`config.mk`:
```
export PLATFORM = sky130hd
export DESIGN_NAME = fetch_predict
export DESIGN_NICKNAME = d
export VERILOG_FILES = /design/src/rtl/fetch_pkg.sv /design/src/rtl/branch_predictor.sv /design/src/rtl/fetch_predict.sv
export SDC_FILE = /design/constraint.sdc
export NUM_CORES = 1
export LEC_CHECK = 0
export BUFFER_PORTS_ARGS = -buffer_cell sky130_fd_sc_hd__buf_4
export CAP_MARGIN = 0
export CORE_MARGIN = 2
export CORE_UTILIZATION = 40
export CTS_CLUSTER_DIAMETER = 120
export DETAILED_ROUTE_END_ITERATION = 10
export PLACE_DENSITY = 0.6
export SLEW_MARGIN = 5
export SYNTH_ARGS = -nofsm -noshare
export SYNTH_HDL_FRONTEND = slang
export SYNTH_SLANG_ARGS = --single-unit
```
`constraint.sdc`:
```
create_clock -name clk -period 2.4 [get_ports clk]
set_input_delay 0.48 -clock clk [delete_from_list [all_inputs] [get_ports clk]]
set_output_delay 0.48 -clock clk [all_outputs]
set_load 0.05 [all_outputs]
```
`src/rtl/fetch_pkg.sv`:
```
// fetch_pkg
// Shared constants and types for the fetch stage and its branch predictor:
// opcode values, the NOP word, the 2-bit saturating counter encoding with its
// reset value, and the counter update function.
// Optional feature macro used by the fetch files: FETCH_BTB_TAG_EN.
package fetch_pkg;

  localparam logic [3:0]  OP_HLT   = 4'hF;
  localparam logic [3:0]  OP_B     = 4'hC;
  localparam logic [3:0]  OP_BR    = 4'hD;
  localparam logic [15:0] NOP_WORD = 16'h0000;

  typedef enum logic [1:0] {
    CNT_SNT = 2'b00,
    CNT_WNT = 2'b01,
    CNT_WT  = 2'b10,
    CNT_ST  = 2'b11
  } bht_cnt_t;

  localparam bht_cnt_t CNT_RESET = CNT_WNT;

  function automatic bht_cnt_t sat_update(input bht_cnt_t cnt, input logic taken);
    bht_cnt_t res;
    res = cnt;
    if (taken) begin
      if (cnt != CNT_ST) res = bht_cnt_t'(cnt + 2'd1);
    end else begin
      if (cnt != CNT_SNT) res = bht_cnt_t'(cnt - 2'd1);
    end
    return res;
  endfunction

endpackage

```
`src/rtl/branch_predictor.sv`:
```
// branch_predictor
// 2-bit-counter BHT plus direct-mapped BTB, indexed by pc[BHT_BITS:1].
// Optional macro FETCH_BTB_TAG_EN: when defined the BTB keeps pc[15:BHT_BITS+1]
// as a tag and a hit requires valid and tag match; otherwise hit = valid and
// aliasing branches share an entry.
// Ports:
//   clk, rst        clock, synchronous active-low reset
//   lookup_pc       fetch PC being predicted (combinational lookup)
//   pred_taken      counter MSB qualified by BTB hit
//   pred_target     stored target for the looked-up entry
//   upd_en          train this cycle
//   upd_pc          PC of the resolved branch
//   upd_taken       resolved direction
//   upd_target      resolved target
module branch_predictor
  import fetch_pkg::*;
#(
  parameter int BHT_BITS = 3
) (
  input  logic        clk,
  input  logic        rst,
  input  logic [15:0] lookup_pc,
  output logic        pred_taken,
  output logic [15:0] pred_target,
  input  logic        upd_en,
  input  logic [15:0] upd_pc,
  input  logic        upd_taken,
  input  logic [15:0] upd_target
);

  localparam int ENTRIES = 1 << BHT_BITS;

  bht_cnt_t            bht [ENTRIES];
  logic [ENTRIES-1:0]  btb_valid;
  logic [15:0]         btb_target [ENTRIES];

  logic [BHT_BITS-1:0] lk_idx;
  logic [BHT_BITS-1:0] up_idx;
  logic [1:0]          lk_cnt;
  logic                btb_hit;

  assign lk_idx = lookup_pc[BHT_BITS:1];
  assign up_idx = upd_pc[BHT_BITS:1];
  assign lk_cnt = bht[lk_idx];

`ifdef FETCH_BTB_TAG_EN
  localparam int TAG_W = 15 - BHT_BITS;

  logic [TAG_W-1:0] btb_tag [ENTRIES];
  logic             unused_pc_bits;

  assign unused_pc_bits = ^{lookup_pc[0], upd_pc[0]};
  assign btb_hit = btb_valid[lk_idx] && (btb_tag[lk_idx] == lookup_pc[15:BHT_BITS+1]);

  always_ff @(posedge clk) begin
    if (!rst) begin
      for (int i = 0; i < ENTRIES; i++) btb_tag[i] <= '0;
    end else if (upd_en && upd_taken) begin
      btb_tag[up_idx] <= upd_pc[15:BHT_BITS+1];
    end
  end
`else
  logic unused_pc_bits;

  assign unused_pc_bits = ^{lookup_pc[15:BHT_BITS+1], lookup_pc[0],
                            upd_pc[15:BHT_BITS+1], upd_pc[0]};
  assign btb_hit = btb_valid[lk_idx];
`endif

  // Lookup reads the array state before this edge's update: no bypass.
  assign pred_taken  = lk_cnt[1] & btb_hit;
  assign pred_target = btb_target[lk_idx];

  always_ff @(posedge clk) begin
    if (!rst) begin
      for (int i = 0; i < ENTRIES; i++) begin
        bht[i]        <= CNT_RESET;
        btb_target[i] <= '0;
      end
      btb_valid <= '0;
    end else if (upd_en) begin
      bht[up_idx] <= sat_update(bht[up_idx], upd_taken);
      if (upd_taken) begin
        btb_valid[up_idx]  <= 1'b1;
        btb_target[up_idx] <= upd_target;
      end
    end
  end

endmodule

```
`src/rtl/fetch_predict.sv`:
```
// fetch_predict
// Instruction fetch stage: PC register, next-PC selection with dynamic
// branch prediction, and the IF/ID pipeline register. Decode's branch
// resolution trains the predictor and redirects/flushes on a misprediction
// or on a predicted-taken branch whose target turned out wrong.
// Optional macro FETCH_BTB_TAG_EN (handled in branch_predictor) enables BTB tags.
// Ports:
//   clk, rst                 clock, synchronous active-low reset
//   stall                    hold PC, IF/ID and predictor training
//   instr                    instruction word at pc_curr
//   ID_is_branch, ID_taken   decode holds a branch / its resolved direction
//   ID_misprediction         resolved direction differs from prediction
//   ID_Branch_target         resolved target
//   pc_curr                  fetch address
//   IF_ID_*                  registered instruction, PC+2, PC, prediction
module fetch_predict
  import fetch_pkg::*;
#(
  parameter int BHT_BITS = 3
) (
  input  logic        clk,
  input  logic        rst,
  input  logic        stall,
  input  logic [15:0] instr,
  input  logic        ID_is_branch,
  input  logic        ID_taken,
  input  logic        ID_misprediction,
  input  logic [15:0] ID_Branch_target,
  output logic [15:0] pc_curr,
  output logic [15:0] IF_ID_pc_inst,
  output logic [15:0] IF_ID_pc_next,
  output logic [15:0] IF_ID_pc_curr,
  output logic        IF_ID_predicted_taken,
  output logic [15:0] IF_ID_predicted_target
);

  logic [15:0] pc_plus2;
  logic [15:0] pc_nxt;
  logic        pred_taken;
  logic [15:0] pred_target;
  logic        is_hlt;
  logic        tgt_miss;
  logic        redirect;
  logic        train_en;

  assign pc_plus2 = pc_curr + 16'd2;
  assign is_hlt   = (instr[15:12] == OP_HLT);

  // Direction was right (taken/taken) but the BTB supplied a stale target.
  assign tgt_miss = ID_is_branch & ID_taken & IF_ID_predicted_taken &
                    (IF_ID_predicted_target != ID_Branch_target);
  assign redirect = ~stall & ID_is_branch & (ID_misprediction | tgt_miss);
  assign train_en = ~stall & ID_is_branch;

  branch_predictor #(.BHT_BITS(BHT_BITS)) u_bp (
    .clk         (clk),
    .rst         (rst),
    .lookup_pc   (pc_curr),
    .pred_taken  (pred_taken),
    .pred_target (pred_target),
    .upd_en      (train_en),
    .upd_pc      (IF_ID_pc_curr),
    .upd_taken   (ID_taken),
    .upd_target  (ID_Branch_target)
  );

  // Redirect outranks HLT so a halted fetch can still be steered away.
  always_comb begin
    pc_nxt = pc_plus2;
    if (redirect)        pc_nxt = ID_taken ? ID_Branch_target : IF_ID_pc_next;
    else if (is_hlt)     pc_nxt = pc_curr;
    else if (pred_taken) pc_nxt = pred_target;
  end

  always_ff @(posedge clk) begin
    if (!rst) begin
      pc_curr                <= 16'h0000;
      IF_ID_pc_inst          <= NOP_WORD;
      IF_ID_pc_next          <= 16'h0000;
      IF_ID_pc_curr          <= 16'h0000;
      IF_ID_predicted_taken  <= 1'b0;
      IF_ID_predicted_target <= 16'h0000;
    end else if (!stall) begin
      pc_curr <= pc_nxt;
      if (redirect) begin
        IF_ID_pc_inst          <= NOP_WORD;
        IF_ID_pc_next          <= 16'h0000;
        IF_ID_pc_curr          <= 16'h0000;
        IF_ID_predicted_taken  <= 1'b0;
        IF_ID_predicted_target <= 16'h0000;
      end else begin
        IF_ID_pc_inst          <= instr;
        IF_ID_pc_next          <= pc_plus2;
        IF_ID_pc_curr          <= pc_curr;
        IF_ID_predicted_taken  <= pred_taken;
        IF_ID_predicted_target <= pred_target;
      end
    end
  end

endmodule
```
# --- Word-level counts from Yosys, hierarchy flattened ---
# Memory sizes are Yosys's and may differ from the RTL's. A register that Yosys moved wholly into a read port is not among the register bits.
# Index checks and enable logic that the tools add are counted.
word_totals:
  memories: 2
  mem_bits_rw: 144
  output_inout_bits: 81
  word_cells: 72
  in_bits: 38
  ff_bits: 89
memory_table:
  columns: ["name", "depth", "word_bits", "read_ports", "rd_ports_with_merged_regs", "write_ports", "line", "source"]
  rows:
  - ["u_bp.btb_target", 8, 16, 1, 1, 8, "branch_predictor.sv:35", "logic [15:0] btb_target [ENTRIES];"]
  - ["u_bp.bht", 8, 2, 2, 2, 8, "branch_predictor.sv:33", "bht_cnt_t bht [ENTRIES];"]
op_classes:
  addsub: 3
  n_lt_le_gt_ge: 3
  n_eq_ne: 4
  n_mux: 38
  bitwise_logic: 9
  reduce_logical: 6
op_table:
  columns: ["operator", "n"]
  rows:
  - ["2-to-1 mux 16 bit", 9]
  - ["2-to-1 mux 3 bit", 8]
  - ["adder 16 x 2 -> 16 bit, second input constant", 1]
  - ["!= test 16 bit", 1]
  - ["OR reduction 16 bit", 1]
  - ["2-to-1 mux 1 bit", 13]
  - ["2-to-1 mux 2 bit", 6]
  - ["< comparator 3 x 4 -> 1 bit, second input constant", 2]
  - ["OR 8 bit", 1]
  - ["AND 1 bit", 6]
  - ["equality test 4 bit, second input constant", 1]
  - ["AND reduction 2 bit", 2]
  - ["binary-select mux 1 bit (select 3 bit)", 1]
  - ["demux 1 bit (select 3 bit)", 1]
  - ["greater-or-equal comparator 3 x 1 -> 1 bit, second input constant", 1]
  - ["adder 2 x 1 -> 2 bit, second input constant", 1]
  - ["!= test 2 x 1 -> 1 bit, second input constant", 1]
  - ["!= test 2 bit, second input constant", 1]
  - ["nonzero test 2 bit", 1]
  - ["OR reduction 2 bit", 1]
  - ["subtractor 2 x 1 -> 2 bit, second input constant", 1]
  - ["logical AND 1 bit", 1]
  - ["NOT 1 bit", 1]
  - ["OR 1 bit", 1]

# --- Logic depth before layout (Yosys ltp) ---
# Gate-level depths: netlist (run 1).
depth:
  ltp_word: 9
  depth_mapped: 9
  mapped_depth_nobuf: 7

# --- Cells and area by module ---
# From an unflattened synthesis (run 1), not the netlist that was laid out.
unflattened:
  hier_cells: 858
  area_unflattened_um2: 10697.8
modules_own_cells:
  columns: ["mod", "area_per_inst_um2", "cells_per_inst", "seq_area_each_um2", "n_inst"]
  rows:
  - ["branch_predictor", 6905.4, 459, 4484.3, 1]
  - ["fetch_predict", 3792.4, 399, 1601.5, 1]

# --- Worst setup path after synthesis (run 1) ---
# OpenSTA, ideal clock, no wires.
synth_timing:
  path_kind: "register to register"
  startpoint: "register pc_curr[2]"
  endpoint: "register pc_curr[15]"
  setup_ns: 0.061
  slack_ns: -0.010
  t_required_ns: 2.339
  arrival_time_ns: 2.349
  path_buffers: 1
  path_stages_with_launch: 8
  period_less_slack_ns: 2.410
  cell_sequence: "dfxtp_1 buf_2 mux4_2 mux2i_4 nor2_4 and2_0 a211oi_2 o221a_1"
synth_via:
  elab_chain_len: 6
  word_cells_on_any_way: 7
  classes_between: "add/sub: 1; mux: 5; bitwise: 1"
synth_rtl:
  columns: ["element", "line", "source"]
  rows:
  - ["start: declaration", "fetch_predict.sv:29", "output logic [15:0] pc_curr,"]
  - ["start signal: assignment", "fetch_predict.sv:84", "pc_curr <= pc_nxt;"]
  - ["branches (longest 3 deep; another with adder 16 x 2 -> 16 bit)", null, null]
  - ["2-to-1 mux 16 bit *", "fetch_predict.sv:72", "else if (pred_taken) pc_nxt = pred_target;"]
  - ["2-to-1 mux 16 bit *", "fetch_predict.sv:71", "else if (is_hlt) pc_nxt = pc_curr;"]
  - ["2-to-1 mux 16 bit *", "fetch_predict.sv:70", "if (redirect) pc_nxt = ID_taken ? ID_Branch_target : IF_ID_pc_next;"]
# Every way passes the cells marked *. The select of a mux whose other input is x is not followed.
# A chain may end at the register's enable or synchronous reset.

==> flow_summary.yaml, run 1 <==
synthesis:
  synthAdderAreaFrac_pct: 0.210
  yosysSeqAreaShare_pct: 57.8
  synth_nets: 1018
  synth-simple-area-share_pct: 17.3
  syn_inst: 979
  synthFlopType: "edfxtp_1"
  avgSynthCellArea_sq_um: 11.0
  ys_types: 51
  synth_async_sr_flop_share_pct: 0
  synthXorXnorAreaFrac_pct: 2.36
  synth_compound_area_share_pct: 7.42
  synth_area_sq_um: 10700
  synth_top_family_by_area: "simple AND/OR/NAND/NOR gates"
  synth_mux_area_share_pct: 11.4
  synth-seq-cells: 238
  ys_warn_count: 0
  synth_edf_count: 144
layout:
  mostFrequentLayoutCell: "buf_4"
  layout_common_cells: "buf_4 (185), nor2_1 (184), edfxtp_1 (144)"
  final_layout_size_suffix_gt1_share_pct: 25.6
  diodes: 0
  layout.nets: 1173
  area_growth_pct: 24.8
placement:
  io_buffers: 118
  dp_hpwl_um: 20900
  dpl_worst_slack_ns: -0.130
  place_congestion: 0.861
timing:
  worst_slew_pin_slew_ns: 0.552
  finClkSkew_ns: 0.0178
  rsz0062_at_grt: "false"
  post-route-min-period_ns: 2.18
  period_share_pct: 90.7
  setup_viol: 0
  hold_ws_ns: 0.237
  hold_viol_final: 0
  fin_ws_ns: 0.223
  clock.fmax_mhz: 459
  slew_violations: 0
  slew_headroom_pct: 63.1
global_routing:
  grt_pass1_vias: 8056
  grt_use_total_pct: 21.8
  grt-ovfl-total: 0
  grt_pass1_wl_um: 47300
  antenna_found_initial: 0
  grt_max_degree: 131
critical_path:
  reg2reg_to: "pc_curr[9]"
  path_cells: "buf_4 > buf_4 > mux4_2 > mux2i_1 > mux2i_1 > nand2_1 > a31oi_1"
  critPathSlowestCell: "dfxtp_1"
  arrival_ns: 2.59
  max_stage_delay_ns: 0.50
  endpoint_kind: "flop"
  critPathTopFamily: "multiplexers"
  r2r_slack_ns: 0.22
  path_buf_inv: 2
  path_max_fanout: 12
  required_ns: 2.81
  path_class: "reg2reg"
  rr_worst_depth: 7
  crit_path_start_kind: "flop"
clock_tree:
  clkSlewWorstSetupHoldPaths_ns: 0.06
  cts_tree: "yes"
  htreeDepth: 1
  clock-sinks: 238
  clock_latency_ns: 0.53
  cts_buffers: 26
  cts_root_buf: "clkbuf_16"
  clk_path_buf_depth: 3
worst_hold_path:
  hold_path.class: "in2reg"
  whs_endpoint: "IF_ID_pc_inst[0]"
  min_from: "instr[0]"
  holdPathStages: 3
power:
  seqPwrFrac_pct: 46.9
  power_leakage_nw: 5.01
  clock_power_share_pct: 39.3
  vdd_drop_max_mv: 0.543
  p_comb_share_pct: 13.8
  switchingPower_mw: 2.54
  swShare_pct: 25.8
  power_density_nw_per_um2: 735
  p_int_mw: 7.31
drt:
  wl_per_cell_um: 20.7
  vias_per_cell: 5.45
  vias: 8108
  antenna_left: 0
  drt_wl_total_um: 30800
  first_pass_iters: 5
  first_iter_violations: 711
  drc: 0
die:
  fp.dieW_um: 168
  start_util_pct: 41.0
  placementRows: 59
  die_area_sq_um: 28200
  ios: 119
  coreArea_sq_um: 26200
  dieHeight_um: 168
flow_run:
  cap_viol_max_count: 0
run_status:
  outcome: "finished clean"
worst min-delay path, cell delays in order:
cell and delay (ns):
buf_4 0.11, nand3b_1 0.06, a21oi_1 0.06
synth_stat cells (2+ instances only):
library cell	number	area (sq um)
mux4_2	40	901
o21ai_1	5	25.0
nand3b_1	32	240
a21oi_1	43	215
buf_2	11	55.1
a22oi_1	28	210
nor3_1	12	60.1
nor4_1	3	18.8
nor2b_1	4	25.0
inv_1	15	56.3
nand4_1	8	50.1
and3_1	27	169
buf_4	3	22.5
mux2i_4	2	45.0
clkbuf_1	55	206
buf_6	2	22.5
xnor2_1	24	210
nand3_1	12	60.1
o21ai_0	28	140
or3_1	2	12.5
o21a_1	2	15.0
xor2_1	5	43.8
nand2b_1	3	18.8
o211ai_1	3	22.5
mux2i_1	24	240
buf_1	2	7.51
dfxtp_1	94	1880
edfxtp_1	144	4320
mux2_2	3	33.8
nand2_1	128	480
nor2_1	184	691
o22ai_1	2	12.5
a31oi_1	11	68.8
sequential cells by signal (all words and copies together), names as in the netlist, named ones only:
name                    cells
u_bp.btb_valid              8
IF_ID_pc_curr              15
IF_ID_predicted_taken       1
u_bp.btb_target           128
IF_ID_pc_inst              16
u_bp.bht                   16
IF_ID_predicted_target     16
pc_curr                    16
IF_ID_pc_next              16
worst max path at each step:
| stage | cells after the start | endpoint | slack (ns) |
|---|---|---|---|
| detailed placement | 10 | IF_ID_pc_curr[6] | -0.13 |
| finish | 7 | pc_curr[9] | 0.22 |
| global placement | 9 | pc_curr[15] | -0.09 |
| global route | 7 | IF_ID_pc_next[3] | 0.1 |
| floorplan | 6 | u_bp.btb_target[0][0] | 0.16 |
| CTS | 9 | IF_ID_pc_curr[6] | 0.08 |
cells by family (layout without fill, tap and decap cells):
logic type,after synthesis,in the layout
buf+inv,91,266
flops,238,238
simple gates,419,419
compound gates,131,131
mux,69,69
xor+xnor,29,29
fa+ha+maj,2,2
metal layers:
layer  track usage [%]  share of wire [%]
met2              36.9                 49
met1              30.3                 43
met3              2.23                5.5
met5                 0                  0
met4              5.71                2.2
timing repair:
item	4_1_cts	5_1_grt
hold buffers	0	0
setup buffers	0	0
endpoints found under the setup margin	0	3
gates resized for setup	0	1
power by group through the flow:
stage / Combinational (mW) / Sequential (mW) / Clock (mW)
2_1_floorplan: 0.635 / 4.88 / 0
3_3_place_gp: 1.35 / 4.70 / 0
3_5_place_dp: 1.36 / 4.70 / 0
4_1_cts: 1.37 / 4.61 / 3.94
5_1_grt: 1.45 / 4.63 / 4.08
6_report: 1.36 / 4.62 / 3.87
cell type report:
class / instances / area, sq um
inverters: 17 / 63.8
clock inverters: 4 / 26.3
repair buffers: 201 / 1710
flip-flops and latches: 238 / 6210
fillers: 2305 / 12800
well taps: 335 / 419
clock buffers: 44 / 808
multi-input cells: 650 / 4170
through the flow:
step | utilization [%] | instances | power [mW] | cell area, sq um | setup TNS, ns
floorplan | - | 979 | 5.51 | 10700 | 0
global placement | 48.0 | 1441 | 6.05 | 12600 | -0.995
detailed placement | 48.0 | 1441 | 6.06 | 12600 | -2.30
CTS | 51.1 | 1489 | 9.93 | 13400 | 0
global route | 51.2 | 1489 | 10.2 | 13400 | 0
finish | 51.2 | 1489 | 9.85 | 13400 | 0
No activity file was read; power rests on OpenSTA's default activity.
==> inputs of run 2 (changes only) <==
Settings changed: BUFFER_PORTS_ARGS -buffer_cell sky130_fd_sc_hd__buf_4 to default, DONT_BUFFER_PORTS from default to 1, PLACE_DENSITY 0.6 to 0.56.
==> flow_summary.yaml, run 2 (same netlist as run 1, synthesis figures left out) <==
drt:
  antenna_left: 0
  wl_per_cell_um: 22.2
  vias_per_cell: 5.63
  drt_wl_total_um: 30700
  drc: 0
  first_pass_iters: 5
  first_iter_violations: 772
  vias: 7798
layout:
  final_layout_size_suffix_gt1_share_pct: 18.1
  layout.nets: 1070
  fill_cells: 2359
  area_growth_pct: 17.3
  mostFrequentLayoutCell: "nor2_1"
  layout_common_cells: "nor2_1 (184), edfxtp_1 (144), nand2_1 (128)"
  largest-register: "u_bp.btb_target"
  design_area_sq_um: 12600
  largest_register_ffs: 128
  diodes: 0
timing:
  setup_viol: 0
  clock.fmax_mhz: 445
  finClkSkew_ns: 0.0155
  slew_headroom_pct: 52.4
  finalSetupTns_ns: 0
  worst_slew_pin_slew_ns: 0.713
  period_share_pct: 93.7
  post-route-min-period_ns: 2.25
  slew_violations: 0
  rsz0062_at_grt: "false"
  fin_ws_ns: 0.151
  hold_viol_final: 0
die:
  dieHeight_um: 168
  fp.dieW_um: 168
  placementRows: 59
  start_util_pct: 41.0
  die_area_sq_um: 28200
  ios: 119
  coreArea_sq_um: 26200
critical_path:
  crit_top_cell: "buf_4"
  path_class: "reg2reg"
  endpoint_kind: "flop"
  path_buf_inv: 3
  required_ns: 2.85
  path_cells: "xnor2_2 > nand4_1 > nor4_4 > buf_4 > o21a_4 > buf_12 > buf_4 > a22oi_1 > nor2_1"
  critPathTopFamily: "simple AND/OR/NAND/NOR gates"
  arrival_ns: 2.70
  cp_num_cells: 9
  path_max_fanout: 42
  rr_worst_depth: 9
  max_stage_delay_ns: 0.40
  critPathSlowestCell: "nor4_4"
  crit_path_start_kind: "flop"
power:
  power_density_nw_per_um2: 756
  power_leakage_nw: 4.47
  power_mw: 9.52
  vdd_drop_max_mv: 0.407
worst_hold_path:
  hold_path.class: "in2reg"
  holdPathStages: 1
global_routing:
  grt_pass1_wl_um: 46600
  grt_max_degree: 132
  grt_use_total_pct: 21.6
  grt-ovfl-total: 0
  grt_pass1_vias: 7715
  antenna_found_initial: 0
flow_run:
  cap_viol_max_count: 0
clock_tree:
  cts_buffers: 25
  post_cts_buffers: 0
  htreeDepth: 1
  clkSlewWorstSetupHoldPaths_ns: 0.06
  clock-sinks: 238
  clk_path_buf_depth: 3
  cts_tree: "yes"
  cts_root_buf: "clkbuf_16"
  clock_latency_ns: 0.52
placement:
  dpl_worst_slack_ns: -0.242
  place_congestion: 0.824
  dp_hpwl_um: 20700
  placed_cell_area_sq_um: 11800
  io_buffers: 0
run_status:
  outcome: "finished clean"
## run 2: cell types whose count changed in the layout (fill, tap and decap cells not counted), moves of 2 or more
cell       previous run  this run
clkinv_2              2         0
clkbuf_1              8        10
clkbuf_16            28        26
clkinv_1              1         3
buf_4               185        84
xnor2_1              23        21
xnor2_2               1         3
## run 2: stage by stage
step / std cells / util (%) / hold slack (ns)
floorplan: 979 / - / 0.418
global placement: 1339 / 45.0 / 0.431
detailed placement: 1339 / 45.0 / 0.434
CTS: 1384 / 48.0 / 0.0642
global route: 1384 / 48.1 / 0.0802
finish: 1384 / 48.1 / 0.0949
## run 2: final timing paths
check | to | startpoint | slack [ns]
max | IF_ID_pc_next[11] | IF_ID_predicted_target[2] | 0.15
min | IF_ID_pc_next[3] | stall | 0.09
max reg2reg | IF_ID_pc_next[11] | IF_ID_predicted_target[2] | 0.15
min reg2reg | u_bp.btb_valid[3] | u_bp.btb_valid[3] | 0.44
## run 2: metal layers
layer	share of wire, %	GRT usage (%)	wire, um	vias to the layer above
met2	48	35.1	14600	278
li1	-	-	-	3601
met3	6.4	3.41	1950	54
met1	43	30.0	13300	3865
met4	2.7	6.54	842	0
met5	0	0	0	-
## run 2: layout make-up
cell class                      instances  area, sq um  area share [%]
Inverter                               17         63.8           0.506
Multi-Input combinational cell        650         4200            33.4
Sequential cell                       238         6210            49.3
Clock buffer                           43          767            6.09
Clock inverter                          2         7.51          0.0596
Tap cell                              335          419            3.33
Timing Repair Buffer                   99          931            7.39
## run 2: timing repair
action	in CTS	in global routing
resized for setup	1	4
hold buffers	0	0
setup endpoints to repair	41	64
pin swaps	0	1
## run 2: worst register-to-register path, delay by kind of cell, from the launching register on
kind            cells  cell delay (ns)
simple gates        3             0.77
buf+inv             3             0.61
flops               1             0.33
xor+xnor            1             0.26
compound gates      2             0.23
## run 2: where the power goes
group	switching [mW]	internal, mW
clock	1.56	2.15
sequential	0.214	4.49
combinational	0.658	0.450
